===== src/rtl/unary_pkg.sv =====
// -----------------------------------------------------------------------------
// unary_pkg
//   Shared definitions for the ones-count link transmit side.
//   - WIDTH_DEF / CW_DEF : default frame length and count-input width.
//   - MASK_MAX           : widest frame the thermometer helper can build.
//   - state_e            : transmitter FSM states.
//   - therm_mask()       : thermometer code, bit i set when i < n.
// -----------------------------------------------------------------------------
package unary_pkg;

    localparam int WIDTH_DEF = 32;
    localparam int CW_DEF    = 8;

    // The helper returns a fixed-width vector; callers slice off the low
    // WIDTH bits. Frames wider than this are not supported.
    localparam int MASK_MAX  = 256;

    typedef enum logic [0:0] {
        IDLE = 1'b0,
        SEND = 1'b1
    } state_e;

    // Thermometer code of n: bit i = (i < n). Saturates naturally for
    // n >= MASK_MAX (all ones).
    function automatic logic [MASK_MAX-1:0] therm_mask(input int unsigned n);
        logic [MASK_MAX-1:0] m;
        m = '0;
        for (int unsigned i = 0; i < MASK_MAX; i++) begin
            m[i] = (i < n);
        end
        return m;
    endfunction

endpackage


===== src/rtl/unary_frame_tx.sv =====
// -----------------------------------------------------------------------------
// unary_frame_tx
//   Transmit side of the ones-count link. Accepts a count N over a
//   valid/ready handshake and serialises a WIDTH-bit frame of N ones followed
//   by WIDTH-N zeros, bit 0 first. Counts above WIDTH saturate to WIDTH and
//   raise a one-cycle ovf pulse. The frame is also held as a parallel
//   thermometer mask for local checking.
//
// Ports
//   clk        : clock, rising edge
//   rst        : synchronous active-high reset
//   in_count   : requested number of ones (CW bits)
//   in_valid   : in_count is valid
//   in_ready   : block can accept a count this cycle
//   ser_bit    : current frame bit
//   ser_valid  : ser_bit is valid
//   ser_last   : current bit is frame bit WIDTH-1
//   ser_ready  : downstream accepts ser_bit
//   mask       : thermometer mask of the current / last frame
//   ovf        : one-cycle pulse when the accepted count exceeded WIDTH
// -----------------------------------------------------------------------------
module unary_frame_tx
    import unary_pkg::*;
#(
    parameter int WIDTH = WIDTH_DEF,
    parameter int CW    = CW_DEF
) (
    input  logic             clk,
    input  logic             rst,
    input  logic [CW-1:0]    in_count,
    input  logic             in_valid,
    output logic             in_ready,
    output logic             ser_bit,
    output logic             ser_valid,
    output logic             ser_last,
    input  logic             ser_ready,
    output logic [WIDTH-1:0] mask,
    output logic             ovf
);

    // Bit index width, and the common width used for all count comparisons
    // so that in_count and idx compare as zero-extended unsigned values.
    localparam int IW   = $clog2(WIDTH);
    localparam int CMPW = (CW > IW + 1) ? CW : IW + 1;

    // -------------------------------------------------------------------------
    // State
    // -------------------------------------------------------------------------
    state_e              state_q, state_d;
    logic [IW-1:0]       idx_q,   idx_d;
    logic [CMPW-1:0]     n_q,     n_d;
    logic [WIDTH-1:0]    mask_q,  mask_d;
    logic                ovf_q,   ovf_d;

    // -------------------------------------------------------------------------
    // Incoming count: saturate to WIDTH and build its thermometer code
    // -------------------------------------------------------------------------
    logic [CMPW-1:0]     cnt_ext;
    logic                cnt_over;
    logic [CMPW-1:0]     n_new;
    logic [MASK_MAX-1:0] therm_full;

    always_comb begin
        cnt_ext  = CMPW'(in_count);
        cnt_over = (cnt_ext > CMPW'(WIDTH));
        n_new    = cnt_over ? CMPW'(WIDTH) : cnt_ext;
    end

    assign therm_full = therm_mask(32'(n_new));

    // Bits of the helper's result beyond the frame are always don't-care.
    generate
        if (WIDTH < MASK_MAX) begin : g_therm_hi
            logic unused_therm_hi;
            assign unused_therm_hi = ^therm_full[MASK_MAX-1:WIDTH];
        end
    endgenerate

    // -------------------------------------------------------------------------
    // Output decode (all driven from registered state, so reset values fall
    // out of state = IDLE)
    // -------------------------------------------------------------------------
    logic in_send;
    logic beat;
    logic accept;

    always_comb begin
        in_send   = (state_q == SEND);
        ser_valid = in_send;
        ser_bit   = in_send && (CMPW'(idx_q) < n_q);
        ser_last  = in_send && (idx_q == IW'(WIDTH - 1));
        // Ready on the last beat lets the next frame start with no bubble.
        in_ready  = (state_q == IDLE) || (ser_last && ser_ready);
        beat      = ser_valid && ser_ready;
        accept    = in_valid && in_ready;
    end

    assign mask = mask_q;
    assign ovf  = ovf_q;

    // -------------------------------------------------------------------------
    // Next-state logic
    // -------------------------------------------------------------------------
    always_comb begin
        state_d = state_q;
        idx_d   = idx_q;
        n_d     = n_q;
        mask_d  = mask_q;
        ovf_d   = 1'b0;

        if (beat) begin
            if (ser_last) begin
                // idx is reloaded rather than allowed to wrap.
                state_d = IDLE;
                idx_d   = '0;
            end else begin
                idx_d   = idx_q + IW'(1);
            end
        end

        // An accept on the last beat overrides the return to IDLE above.
        if (accept) begin
            state_d = SEND;
            idx_d   = '0;
            n_d     = n_new;
            mask_d  = therm_full[WIDTH-1:0];
            ovf_d   = cnt_over;
        end
    end

    // -------------------------------------------------------------------------
    // Registers
    // -------------------------------------------------------------------------
    always_ff @(posedge clk) begin
        if (rst) begin
            state_q <= IDLE;
            idx_q   <= '0;
            n_q     <= '0;
            mask_q  <= '0;
            ovf_q   <= 1'b0;
        end else begin
            state_q <= state_d;
            idx_q   <= idx_d;
            n_q     <= n_d;
            mask_q  <= mask_d;
            ovf_q   <= ovf_d;
        end
    end

endmodule


===== config.mk =====
export PLATFORM = sky130hd
export DESIGN_NAME = unary_frame_tx
export DESIGN_NICKNAME = d
export VERILOG_FILES = /design/src/rtl/unary_pkg.sv /design/src/rtl/unary_frame_tx.sv
export SDC_FILE = /design/constraint.sdc
export NUM_CORES = 1
export LEC_CHECK = 0
export BUFFER_PORTS_ARGS = -buffer_cell sky130_fd_sc_hd__buf_4
export CORE_MARGIN = 5
export CORE_UTILIZATION = 53
export DETAILED_ROUTE_END_ITERATION = 8
export GPL_ROUTABILITY_DRIVEN = 1
export PLACE_DENSITY = 0.77
export SLEW_MARGIN = 10
export SYNTH_ARGS = -nofsm -noshare
export SYNTH_HDL_FRONTEND = slang
export SYNTH_SLANG_ARGS = --single-unit

===== constraint.sdc =====
create_clock -name clk -period 4.5 [get_ports clk]
set_input_delay 0.225 -clock clk [delete_from_list [all_inputs] [get_ports clk]]
set_output_delay 0.225 -clock clk [all_outputs]
set_load 0.02 [all_outputs]

==> flow_metrics.py <==
metrics = {
    "sta": {
        "fin_ws_ps": 2020,
        "fin_tns_setup_ps": 0,
        "hold_viol": 0,
        "post-route-min-period_ps": 2480,
        "rsz0062_at_grt": "false",
        "relSlewSlack_pct": 44.5,
        "finClkSkew_ps": 5.81,
        "max_freq_mhz": 403,
        "slew_viol_final": 0,
        "fin_crit_sh_pct": 55.1,
        "setup_viol": 0,
        "tightestPinTransition_ps": 824,
    },
    "clock_network": {
        "cts_root_buffer": "clkbuf_8",
        "post_cts_resized": 0,
        "cts_buffers": 5,
        "cts_setup_buffers": 0,
        "clk_pin_slew_worst_paths_ps": 80,
        "clock_sinks": 47,
        "clk_latency_ps": 300,
        "tritoncts": "done",
        "htreeDepth": 2,
        "clockBufferDepth": 2,
        "hold_buffers": 0,
    },
    "detailed_routing": {
        "ant_nets": 0,
        "wl_per_cell_um": 14.9,
        "drt_wl_total_um": 4730,
        "firstDrtPassIters": 4,
        "dr_total_vias": 1819,
        "post-route-drc-count": 0,
        "vias_per_cell": 5.72,
        "first_iter_violations": 229,
    },
    "global_routing": {
        "antenna_found_initial": 0,
        "grt_pass1_vias": 1667,
        "grt_max_degree": 34,
        "grt_use_total_pct": 19.3,
        "grt_pass1_wl_um": 7960,
        "grt_overflow": 0,
    },
    "min_path": {
        "worstHoldPathType": "input pin to flop",
        "hp-start": "in_valid",
    },
    "die": {
        "core-area_mm2": 0.00369,
        "chipWidth_um": 72.1,
        "num_rows": 22,
        "io_pins": 49,
        "dieArea_mm2": 0.00519,
        "start_util_pct": 55.4,
        "chipHeight_um": 72.1,
    },
    "critical_path": {
        "critPathLaunch": "idx_q[0]",
        "crit_fanout": 17,
        "cp_data_required_time_ps": 4680,
        "reg2reg_from": "idx_q[0]",
        "critPathLaunchType": "flop",
        "crit_path_end_kind": "flop",
        "cp.arrival_ps": 2660,
        "critPathKind": "flop to flop",
    },
    "cells_and_area": {
        "final.fill_count": 327,
        "syn2layout_area_growth_pct": 22.2,
        "fin_cells": 318,
        "drive_gt1_share_pct": 24.4,
        "finalNetCount": 287,
        "postLayoutCellArea_mm2": 0.00249,
        "diodes": 0,
    },
    "synth": {
        "syn_area_per_cell_um2": 8.88,
        "synthCells": 230,
        "synthArstFlopShare_pct": 0,
        "synth_edf_count": 0,
        "ys_seq_elements": 47,
        "ys.flop_type": "dfxtp_1",
        "syn-num-nets": 248,
        "yosysSeqAreaShare_pct": 46.1,
        "yosys_warnings": 0,
        "netlist-cell-type-count": 43,
        "netlist_area_mm2": 0.00204,
    },
    "pwr": {
        "p_per_area_mw_per_mm2": 361,
        "vdd_ir_drop_max_mv": 0.243,
        "leakage_nw": 1.07,
    },
    "place": {
        "dp.cells": 310,
        "hpwl_um": 3350,
        "gp_congestion": 0.865,
        "port-buffer-count": 48,
        "post-place-ws_ps": 2060,
        "placed_area_mm2": 0.00239,
    },
    "run_status": {
        "status": "completed",
    },
    "run": {
        "maxCapViolCount": 0,
    },
}
-- worst paths after layout --
path	cells after the start	endpoint	slack (ps)
setup / recovery	8	mask[4]	2020
hold / removal	3	ser_valid	190
setup reg to reg	8	mask[4]	2020
hold reg to reg	1	mask[15]	460
-- final cells by class --
class | count | area [um2] | area share (%)
Clock buffer | 7 | 96.3 | 3.86
Inverter | 6 | 22.5 | 0.903
Sequential cell | 47 | 941 | 37.7
Timing Repair Buffer | 49 | 368 | 14.7
Tap cell | 48 | 60.1 | 2.41
Clock inverter | 1 | 7.51 | 0.301
Multi-Input combinational cell | 160 | 1000 | 40.1
-- logic make-up (layout without fill, tap and decap cells) --
kind of cell               after synthesis  after routing  share of synthesized area [%]
and+or+nand+nor                         95             95                           23.9
buffers and inverters                   23             63                           4.96
DFF                                     47             47                           46.1
muxes                                    1              1                          0.490
adders and majority gates                6              6                           3.68
AOI/OAI and AO/OA                       58             58                           20.9
-- metal layers --
layer | GRT usage (%) | vias to the layer above | share of wire [%]
met3 | 6.37 | 6 | 6.9
met4 | 7.10 | 0 | 1.2
met1 | 25.8 | 848 | 46
met5 | 0 | - | 0
met2 | 28.8 | 50 | 46
li1 | - | 915 | -
-- cell usage in the layout (no fill, tap or decap), types with 2 or more instances in the layout --
| master | n |
|---|---|
| a21oi_1 | 14 |
| nor2_1 | 31 |
| ha_1 | 6 |
| nand2b_1 | 3 |
| nand2_1 | 15 |
| a211oi_1 | 4 |
| nand3_1 | 9 |
| inv_1 | 5 |
| o31ai_1 | 2 |
| a221o_1 | 5 |
| nand4_1 | 2 |
| and2_1 | 4 |
| buf_4 | 49 |
| clkbuf_8 | 7 |
| dfxtp_1 | 47 |
| a311oi_1 | 11 |
| o21ai_0 | 6 |
| nor3_1 | 19 |
| a31oi_1 | 2 |
| o211ai_1 | 2 |
| a21o_1 | 5 |
-- sequential cells by signal, summed over array words and instances, names as in the netlist --
name,flops
ovf,1
ser_valid,1
n_q,8
mask,32
idx_q,5
-- cell usage after synthesis (3+ instances only) --
cell / count / area (um2)
buf_2: 6 / 30.0
clkbuf_1: 10 / 37.5
nor3_1: 19 / 95.1
dfxtp_1: 47 / 941
o21ai_0: 6 / 30.0
a211oi_1: 4 / 30.0
nor2_1: 31 / 116
a311oi_1: 11 / 96.3
inv_1: 5 / 18.8
ha_1: 6 / 75.1
and2_1: 4 / 25.0
a21oi_1: 14 / 70.1
nand2_1: 15 / 56.3
a21o_1: 5 / 37.5
nand3_1: 9 / 45.0
a221o_1: 5 / 50.1
nand2b_1: 3 / 18.8
-- through the flow --
step	hold WS [ps]	util (%)	total power (W)
3_3_place_gp	436	64.8	0.000635
3_5_place_dp	443	64.8	0.000637
6_report	187	67.6	0.000902
5_1_grt	214	67.6	0.000946
2_1_floorplan	346	-	0.000571
4_1_cts	179	67.6	0.000911
-- worst max-delay path, stage by stage, from the launching register on --
cell and delay (ps):
dfxtp_1 370, ha_1 240, and3_1 190, ha_1 270, a21boi_4 260, inv_2 90
nand2_1 420, nor3_1 150, a221o_1 380
-- report_power, final --
group          switching [W]  internal (W)
Combinational      0.0000995     0.0000672
Clock               0.000136      0.000140
Sequential         0.0000157      0.000444
Total               0.000251      0.000651
No activity file was read; power rests on OpenSTA's default activity.
